## config.mk

```make
export PLATFORM = sky130hd
export DESIGN_NAME = scan_chain_ctrl
export DESIGN_NICKNAME = d
export VERILOG_FILES = /design/src/rtl/scan_chain_ctrl.sv
export SDC_FILE = /design/constraint.sdc
export NUM_CORES = 1
export LEC_CHECK = 0
export BUFFER_PORTS_ARGS = -buffer_cell sky130_fd_sc_hd__buf_4
export CAP_MARGIN = 20
export CORE_AREA = 3 3 81 75
export CTS_BUF_LIST = sky130_fd_sc_hd__clkbuf_8 sky130_fd_sc_hd__clkbuf_16
export CTS_CLUSTER_SIZE = 28
export DETAILED_ROUTE_END_ITERATION = 8
export DIE_AREA = 0 0 84 78
export PLACE_DENSITY = 0.65
export SLEW_MARGIN = 20
export SYNTH_ARGS = -nofsm -noshare
export SYNTH_HDL_FRONTEND = slang
export SYNTH_SLANG_ARGS = --single-unit
```

## constraint.sdc

```tcl
create_clock -name clk_i -period 5.57 [get_ports clk_i]
set_input_delay 0.2785 -clock clk_i [delete_from_list [all_inputs] [get_ports clk_i]]
set_output_delay 0.2785 -clock clk_i [all_outputs]
set_load 0.03 [all_outputs]
```

## src/rtl/scan_chain_ctrl.sv

```systemverilog
// scan_chain_ctrl: scan-test initiator for a single scan chain.
// Each accepted START runs one full pattern. The pattern is shifted in
// serially with SE=1, then one functional capture cycle runs with SE=0,
// then the response is shifted out serially into a parallel register.
// The chain shares this block's clock. Cell 0 is fed by SI, and the last
// cell drives SO.
// Optional compare feature: define SCAN_CTRL_CMP_EN to add the EXP/MASK
// inputs and the MISMATCH output.

module scan_chain_ctrl #(
    parameter int CHAIN_LEN = 16
) (
    input  logic                 clk_i,
    input  logic                 rn_i,
    input  logic                 start_i,
    input  logic [CHAIN_LEN-1:0] pat_in_i,
    input  logic                 so_i,
`ifdef SCAN_CTRL_CMP_EN
    input  logic [CHAIN_LEN-1:0] exp_in_i,
    input  logic [CHAIN_LEN-1:0] mask_in_i,
    output logic                 mismatch_o,
`endif
    output logic                 se_o,
    output logic                 si_o,
    output logic                 busy_o,
    output logic                 done_o,
    output logic [CHAIN_LEN-1:0] resp_out_o
);

    // The counter only has to count up to CHAIN_LEN-1. Its width is derived
    // from the chain length and is kept local so that it cannot be overridden.
    localparam int              CNT_W = $clog2(CHAIN_LEN + 1);
    localparam logic [CNT_W-1:0] LAST  = CNT_W'(CHAIN_LEN - 1);

    typedef enum logic [2:0] {
        IDLE,
        SHIFT,
        CAPTURE,
        UNLOAD,
        FIN
    } state_e;

    state_e                 state_q;
    logic [CNT_W-1:0]       cnt_q;
    logic [CNT_W-1:0]       cnt_d;

    // The MSB of the pattern goes straight to SI on the accepting edge.
    // Only the remaining CHAIN_LEN-1 bits are stored here, MSB first.
    logic [CHAIN_LEN-2:0]   shreg_q;
    logic [CHAIN_LEN-2:0]   shreg_d;

    // The response shifter holds the first CHAIN_LEN-1 SO samples. The final
    // sample is joined in on the last UNLOAD edge, straight into resp_q.
    logic [CHAIN_LEN-2:0]   resp_sh_q;
    logic [CHAIN_LEN-1:0]   resp_shift_d;

    logic                   se_q;
    logic                   si_q;
    logic                   busy_q;
    logic                   done_q;
    logic [CHAIN_LEN-1:0]   resp_q;

`ifdef SCAN_CTRL_CMP_EN
    logic [CHAIN_LEN-1:0]   exp_q;
    logic [CHAIN_LEN-1:0]   mask_q;
    logic                   mismatch_q;
    logic                   mismatch_d;
`endif

    // Datapath next values: counter increment, pattern shift, and response
    // shift. The first SO sample ends up in the MSB.
    always_comb begin
        cnt_d        = cnt_q + 1'b1;
        shreg_d      = shreg_q << 1;
        resp_shift_d = {resp_sh_q, so_i};
    end

`ifdef SCAN_CTRL_CMP_EN
    // Compare the completed response against the expected value. Mask bits
    // set to 1 mark don't-care positions.
    always_comb begin
        mismatch_d = |((resp_shift_d ^ exp_q) & ~mask_q);
    end
`endif

    // Sequencer: IDLE -> SHIFT -> CAPTURE -> UNLOAD -> FIN -> IDLE.
    // All scan-interface outputs are registered.
    always_ff @(posedge clk_i) begin
        if (!rn_i) begin
            state_q   <= IDLE;
            cnt_q     <= '0;
            shreg_q   <= '0;
            resp_sh_q <= '0;
            se_q      <= 1'b0;
            si_q      <= 1'b0;
            busy_q    <= 1'b0;
            done_q    <= 1'b0;
            resp_q    <= '0;
`ifdef SCAN_CTRL_CMP_EN
            exp_q      <= '0;
            mask_q     <= '0;
            mismatch_q <= 1'b0;
`endif
        end else begin
            done_q <= 1'b0;
            unique case (state_q)
                IDLE: begin
                    se_q <= 1'b0;
                    si_q <= 1'b0;
                    if (start_i) begin
                        state_q <= SHIFT;
                        cnt_q   <= '0;
                        shreg_q <= pat_in_i[CHAIN_LEN-2:0];
                        se_q    <= 1'b1;
                        si_q    <= pat_in_i[CHAIN_LEN-1];
                        busy_q  <= 1'b1;
`ifdef SCAN_CTRL_CMP_EN
                        exp_q   <= exp_in_i;
                        mask_q  <= mask_in_i;
`endif
                    end
                end
                SHIFT: begin
                    if (cnt_q == LAST) begin
                        state_q <= CAPTURE;
                        se_q    <= 1'b0;
                        si_q    <= 1'b0;
                    end else begin
                        cnt_q   <= cnt_d;
                        si_q    <= shreg_q[CHAIN_LEN-2];
                        shreg_q <= shreg_d;
                    end
                end
                CAPTURE: begin
                    state_q <= UNLOAD;
                    cnt_q   <= '0;
                    se_q    <= 1'b1;
                    si_q    <= 1'b0;
                end
                UNLOAD: begin
                    resp_sh_q <= resp_shift_d[CHAIN_LEN-2:0];
                    if (cnt_q == LAST) begin
                        state_q <= FIN;
                        se_q    <= 1'b0;
                        busy_q  <= 1'b0;
                        done_q  <= 1'b1;
                        resp_q  <= resp_shift_d;
`ifdef SCAN_CTRL_CMP_EN
                        mismatch_q <= mismatch_d;
`endif
                    end else begin
                        cnt_q <= cnt_d;
                    end
                end
                FIN: begin
                    state_q <= IDLE;
                    se_q    <= 1'b0;
                    si_q    <= 1'b0;
                end
                default: begin
                    state_q <= IDLE;
                    se_q    <= 1'b0;
                    si_q    <= 1'b0;
                    busy_q  <= 1'b0;
                end
            endcase
        end
    end

    assign se_o       = se_q;
    assign si_o       = si_q;
    assign busy_o     = busy_q;
    assign done_o     = done_q;
    assign resp_out_o = resp_q;
`ifdef SCAN_CTRL_CMP_EN
    assign mismatch_o = mismatch_q;
`endif

endmodule

```

[Word-level counts from Yosys, hierarchy flattened]
Index checks and enable logic that the tools add are counted.
Storage, ports and cells
  register bits after elaboration: 58
  logic and storage cells: 52
  input bits: 20
Operators by class
  reduce and logical (&&, ||, !) cells: 11
  equality and inequality tests: 11
  mux-type cells: 19
  add/subtract/negate cells: 1
  bitwise gates (word level): 1
Operators with widths (count)
  15-bit 2-to-1 mux: 2
  15-bit case mux with 2 select lines: 1
  5-bit case mux with 3 select lines: 1
  3-bit case mux with 4 select lines: 1
  3-bit AND reduction: 4
  5-bit 2-to-1 mux: 2
  2-bit != test, second input constant: 5
  3-bit 2-to-1 mux: 3
  1-bit case mux with 3 select lines: 3
  3-bit by 2-bit == test with 1-bit output, second input constant: 2
  1-bit 2-to-1 mux: 6
  5-bit by 1-bit adder with 5-bit output, second input constant: 1
  5-bit by 4-bit == test with 1-bit output, second input constant: 1
  2-bit AND reduction: 2
  3-bit by 1-bit == test with 1-bit output, second input constant: 1
  3-bit == test, second input constant: 1
  3-bit logical NOT: 1
  3-bit nonzero test: 1
  3-bit OR reduction: 1
  2-bit by 1-bit != test with 1-bit output, second input constant: 1
  2-bit nonzero test: 1
  2-bit OR reduction: 1
  1-bit inverter: 1

[Depth between registers and ports, before layout]
Gate-level depths: netlist of the first run.
  depth in word-level cells: 4
  mapped depth: 8
  mapped depth without buffers: 7

[Worst setup path before layout of the first run]
No wires, ideal clock.
  path kind: register -> register
  start: register cnt_q[0]
  end: register cnt_q[2]
  path slack: 3.746 ns
  data arrival time: 1.692 ns
  stages on the path, launching flop included: 9
  setup time: 0.132 ns
  cell sequence: dfxtp_1 > ha_1 > and3_1 > ha_1 > buf_2 > a21oi_1 > o31ai_2 > o21ai_0 > a21oi_1
Between the ends
  longest elaborated chain between the ends: 3
Ends and longest elaborated chain
  start, declared: RTL line 44  | logic [CNT_W-1:0] cnt_q;
  start signal, assigned: RTL line 129  | cnt_q <= cnt_d;
  start signal, assigned: RTL line 152  | cnt_q <= cnt_d;
  5-bit by 1-bit adder with 5-bit output or 5-bit by 4-bit == test with 1-bit output (tied branches): RTL line 73, 124, 142
  5-bit 2-to-1 mux or 2-bit != test (tied branches)
  5-bit case mux with 3 select lines or 3-bit AND reduction (tied branches)
Parallel ways exist; a longest one is shown, timed or not. The select of a mux whose other input is x is not followed.
A chain may end at the register's enable or synchronous reset.

[Worst setup path after layout of the first run]
  start: register cnt_q[0]
  end: register resp_q[7], in the netlist resp_out_o[7]
Between the ends
  longest elaborated chain between the ends: 2
Ends and longest elaborated chain
  5-bit by 4-bit == test with 1-bit output: RTL line 142  | if (cnt_q == LAST) begin
  2-bit AND reduction (no line)
  end signal, assigned: RTL line 147  | resp_q <= resp_shift_d;
  end, declared: RTL line 61  | logic [CHAIN_LEN-1:0] resp_q;
Every way passes these cells.

==> results of run 1 <==
state kept, by name, indices dropped and copies added, names as in the netlist:
signal,flops
resp_out_o,16
resp_sh_q,15
shreg_q,15
cnt_q,5
state_q,3
busy_o,1
done_o,1
se_o,1
si_o,1
final timing paths:
check	to	slack, ns	cells past startpoint	from
min	resp_out_o[0]	0.18	2	so_i
min reg2reg	resp_sh_q[14]	0.45	2	resp_sh_q[14]
max reg2reg	resp_out_o[7]	3.19	6	cnt_q[0]
max	resp_out_o[7]	3.19	6	cnt_q[0]
synthesized netlist by cell type, types with 3 or more instances:
master    number  area [um2]
a211oi_1       4       30.03
a22o_1        15       131.4
nor2_1        43       161.4
o32ai_1        9       78.83
nand2_1       39       146.4
a22oi_1        9       67.56
dfxtp_1       58        1161
clkbuf_1       7       26.28
o21ai_0        9       45.04
a21oi_1       25       125.1
buf_6          4       45.04
nor3_1         3       15.01
nand2b_1       3       18.77
buf_4          4       30.03
buf_2          5       25.02
through the flow:
step	util, %	worst slack, ns	hold slack (ns)	instances	cell area (um2)
2_1_floorplan	-	3.746	0.4002	267	2371
3_3_place_gp	49.73	3.273	0.4462	353	2629
3_5_place_dp	49.73	3.223	0.4488	353	2629
4_1_cts	52.73	3.183	0.1609	366	2788
5_1_grt	52.73	2.887	0.1833	366	2788
6_report	52.73	3.193	0.1753	366	2788
critical path: cells and delay by family (launching register included):
kind                       cells  cell delay [ns]
adders and majority gates      2             0.93
AOI/OAI and AO/OA              1             0.19
and+or+nand+nor                3             0.79
DFF                            1             0.39
cell families after synthesis:
kind of cell / after synthesis / share of synthesized area [%]
xor gates and xnor gates: 1 / 0.3695
DFF: 58 / 48.97
adders and majority gates: 2 / 1.055
AOI/OAI and AO/OA: 77 / 23.17
buffers and inverters: 24 / 5.963
muxes: 2 / 0.8444
and+or+nand+nor: 103 / 19.63
power groups by stage:
stage          Sequential (W)  Combinational (W)  Clock, W
5_1_grt              0.000437          0.0000839  0.000347
4_1_cts              0.000435          0.0000752  0.000330
2_1_floorplan        0.000446          0.0000526         0
3_3_place_gp         0.000444          0.0000742         0
3_5_place_dp         0.000444          0.0000749         0
6_report             0.000435          0.0000743  0.000320
metal layers:
metal / vias up / part of all wire (%)
met5: - / 0
met4: 0 / 0.80
met3: 4 / 4.6
met2: 37 / 47
met1: 882 / 47
li1: 992 / -
cell type report:
class	count	share of cell area, %
Clock buffer	11	5.431
Tap cell	67	3.007
Multi-Input combinational cell	185	38.33
Inverter	2	0.2693
Timing Repair Buffer	41	11.04
Sequential cell	58	41.65
Clock inverter	2	0.2693
==> reports/qor.yml, run 1 <==
outcome: "completed"
power_density_nw_per_um2: 297.7
dieArea_um2: 6552
cpMostUsedCell: "ha_1"
hpwl_um: 3009
use_met2_pct: 24.01
setup_tns_ns: 0
power.internal_w: 0.0006367
layout_common_cells: "dfxtp_1 (58), nor2_1 (43), buf_4 (41), nand2_1 (39), a21oi_1 (25)"
p_leak_nw: 1.104
synth_flop_cell: "dfxtp_1"
finalCriticalPeriod_ns: 2.377
dr.pass1.iters: 4
ff_latch_area_um2: 1161
cts_made_buffers: 9
fmax_ghz: 0.4207
cts-resized-gates: 0
gr-usage-met1_pct: 20.16
tightest_slew_ns: 0.8866
insertedDiodeCount: 0
cts_sinks: 58
rsz0062_at_grt: "false"
grtUsageMet3_pct: 6.263
comb_power_share_pct: 9.0
fill_cells: 519
max_stage_delay_ns: 0.73
ant_nets: 0
syn-num-nets: 289
avgViaCountPerCell: 5.232
hold_class: "in2reg"
drv_cap: 0
setup_viol: 0
final_common_cell: "dfxtp_1"
die_h_um: 78
post-cts-setup-buffers: 0
vias: 1915
switching_share_pct: 23.27
synth-seq-cells: 58
io_pins: 40
timing.slew.headroom_pct: 40.89
synth-edff-count: 0
placeableCoreArea_um2: 5286
wire_per_inst_um: 12.98
power.total_w: 0.0008298
critPathArrivalTime_ns: 2.65
synthesis.area_um2: 2371
grt.total_usage_pct: 15.69
worstSkewPairLatency_ns: 0.32
clockRootBuffer: "clkbuf_8"
routabilityCongestion: 0.7860
yosysSeqAreaShare_pct: 48.97
p_seq_share_pct: 52.4
ys_types: 38
worstSetupPathType: "reg2reg"
antenna_found_initial: 0
multi_input_area_um2: 1069
detail_route.wirelength_um: 4749
fin_crit_sh_pct: 42.67
num_rows: 25
clkPwrFrac_pct: 38.6
crit_required_ns: 5.84
crit_path_cell_trace: "ha_1 > and3_1 > ha_1 > nand3_2 > nor2_4 > a22o_1"
placement.io_buffers: 39
finClkSkew_ns: 0.002600
ir_worst_vdd_mv: 0.1497
grt.overflow.total: 0
critPathLaunchType: "flop"
drive_gt1_share_pct: 20.07
nNetsFinal: 319
worstPathMaxFanout: 23
yosysWarnings: 0
htree_levels: 3
cp-end-kind: "flop"
drt_iter0_markers: 85
grt_max_degree: 37
hold_violations: 0
slowest_stage: "ha_1"
grt_pass1_wl_um: 8211
syn_inst: 267
power_switching_w: 0.0001931
grt_pass1_vias: 1772
clk_pin_slew_ns: 0.06
fp.dieW_um: 84
avgSynthCellArea_um2: 8.880
ctsHoldBuffers: 0
start_util_pct: 44.85
cts_tree: "yes"
drc: 0
drv_slew: 0
synthArstFlopShare_pct: 0
cts_buffer_depth: 2
synthToLayoutAreaGrowth_pct: 17.57
busiest_layer: "met2"
No activity file was read; power rests on OpenSTA's default activity.
==> run 2: changes to the inputs <==
Clock period 5.57 ns to 2.3 ns, I/O delays scaled along.
==> reports/qor.yml, run 2 (synthesis results as in run 1) <==
setup_ws_ns: 0.2162  # -2.977 ns
grtUsageMet3_pct: 6.369  # +0.11 points
num_rows: 25  # unchanged
layout_common_cells: "dfxtp_1 (58), buf_4 (46), nor2_1 (43), nand2_1 (39), a21oi_1 (25)"
hold_violations: 0  # unchanged
clk_pin_slew_ns: 0.06  # about the same
grt.total_usage_pct: 16.49  # +0.80 points
placement.io_buffers: 39  # unchanged
crit_start: "cnt_q[0]"
max_stage_delay_ns: 0.35  # -0.38 ns
critPathArrivalTime_ns: 2.27  # -0.38 ns
use_met2_pct: 26.63  # +2.6 points
finalCriticalPeriod_ns: 2.084  # -0.2931 ns
finalNonFillerCells: 376  # +2.7%
ant_nets: 0  # unchanged
worstHoldStart: "pat_in_i[0]"
dp_slack_ns: 0.1828  # -3.040 ns
ir_worst_vdd_mv: 0.3847  # +160%
outcome: "completed"
worstPathMaxFanout: 11  # -52%
clockRootBuffer: "clkbuf_8"
worstSkewPairLatency_ns: 0.33  # about the same
hpwl_um: 3227  # +7.3%
critPathLaunchType: "flop"
worstSetupPathType: "reg2reg"
dp.cells: 357  # +1.1%
largest_reg_flops: 16  # unchanged
hold_class: "in2reg"
crit_path_cell_trace: "ha_1 > and3_1 > ha_1 > nand2b_1 > a21boi_4 > buf_12 > nand2b_1 > a21oi_1"
drc: 0  # unchanged
grt.overflow.total: 0  # unchanged
cts_sinks: 58  # unchanged
setup_tns_ns: 0  # unchanged
nNetsFinal: 327  # +2.5%
routabilityCongestion: 0.7688  # -2.2%
hold_ws_ns: 0.05051  # -0.1248 ns
final_util_pct: 54.08  # +1.3 points
fin_crit_sh_pct: 90.60  # +48 points
gr-usage-met1_pct: 20.47  # +0.32 points
io_pins: 40  # unchanged
avgViaCountPerCell: 5.261  # +0.54%
timing.slew.headroom_pct: 56.15  # +15 points
power_density_nw_per_um2: 697.6  # +130%
r2r.worst_path.cells: 8  # +2
final_common_cell: "dfxtp_1"
start_util_pct: 44.85  # unchanged
cts-resized-gates: 0  # unchanged
dieArea_um2: 6552  # unchanged
synthToLayoutAreaGrowth_pct: 20.58
p_leak_nw: 1.147  # +3.9%
cts_made_buffers: 9  # unchanged
timing.rr.end: "shreg_q[0]"
busiest_layer: "met2"
tightest_slew_ns: 0.6571  # -0.2295 ns
drv_cap: 0  # unchanged
cp-end-kind: "flop"
finClkSkew_ns: 0.007889  # +0.005289 ns
ff_latch_area_um2: 1161  # unchanged
regToRegStartpoint: "cnt_q[0]"
dr.pass1.iters: 6  # +2
ff2ff_setup_slack_ns: 0.22  # -2.98 ns
crit_required_ns: 2.49  # -3.35 ns
drt_iter0_markers: 106  # +25%
grt_max_degree: 26  # -30%
drv_slew: 0  # unchanged
setup_viol: 0  # unchanged
fmax_ghz: 0.4799  # +14%
die_h_um: 78  # unchanged
antenna_found_initial: 0  # unchanged
cts_buffer_depth: 2  # unchanged
cp-endpoint: "shreg_q[0]"
grt_pass1_vias: 1930  # +8.9%
cts_tree: "yes"
placeableCoreArea_um2: 5286  # unchanged
fill_cells: 510  # -1.7%
wire_per_inst_um: 13.52  # +4.2%
rsz0062_at_grt: "false"
htree_levels: 3  # unchanged
insertedDiodeCount: 0  # unchanged
multi_input_area_um2: 1069  # unchanged
detail_route.wirelength_um: 5083  # +7.0%
vias: 1978  # +3.3%
drive_gt1_share_pct: 21.68  # +1.6 points
fp.dieW_um: 84  # unchanged
slowest_stage: "dfxtp_1"
grt_pass1_wl_um: 8638  # +5.2%
[run 2: cell types whose count changed in the layout (fill, tap and decap cells not counted), sizes merged]
| cell | before | now |
|---|---|---|
| buf | 41 | 47 |
| clkbuf | 11 | 9 |
| clkinv | 0 | 2 |
| dlygate4sd3 | 0 | 2 |
| clkinvlp | 0 | 1 |
| inv | 4 | 5 |
[run 2: how the worst min path moves through the flow]
stage | to | slack, ns | depth (start not counted)
3_5_place_dp | resp_out_o[0] | 0.34 | 2
4_1_cts | shreg_q[0] | 0.04 | 3
5_1_grt | shreg_q[0] | 0.05 | 3
2_1_floorplan | si_o | 0.24 | 1
3_3_place_gp | resp_out_o[0] | 0.34 | 2
6_report | shreg_q[0] | 0.05 | 3
[run 2: cell type report]
class / count / area share [%]
sequential: 58 / 40.61
multi-input combinational: 185 / 37.37
timing repair buffer: 49 / 13.48
clock buffer: 9 / 4.333
tap: 67 / 2.932
clock inverter: 6 / 1.007
inverter: 2 / 0.2626
[run 2: stage by stage]
step / instance area, um2 / power (W)
floorplan: 2371 / 0.001206
global placement: 2659 / 0.001256
detailed placement: 2659 / 0.001258
CTS: 2831 / 0.002008
global route: 2859 / 0.002096
finish: 2859 / 0.001994
[run 2: timing repair]
item / 4_1_cts / 5_1_grt
hold endpoints to repair: 2 / 0
hold buffers: 2 / 0
setup buffers: 0 / 2
setup endpoints to repair: 0 / 1
[run 2: layer usage]
metal,wire (um),share of wire (%),up-vias
met3,243,4.8,4
li1,-,-,1008
met1,2406,47,926
met5,0,0,-
met2,2387,47,40
met4,46,0.90,0
[run 2: power by group]
part | switching, W | internal, W | leakage [nW]
clock | 0.000376 | 0.000368 | 0.0887
combinational | 0.0000971 | 0.0000933 | 0.587
sequential | 0.0000234 | 0.00104 | 0.472
total | 0.000496 | 0.00150 | 1.15
[run 2: critical path: cells and delay by family (launching register included)]
family          cells  cell delay, ns
fa+ha+maj           2            0.56
compound gates      2            0.34
simple gates        3            0.53
buf+inv             1            0.17
flops               1            0.35
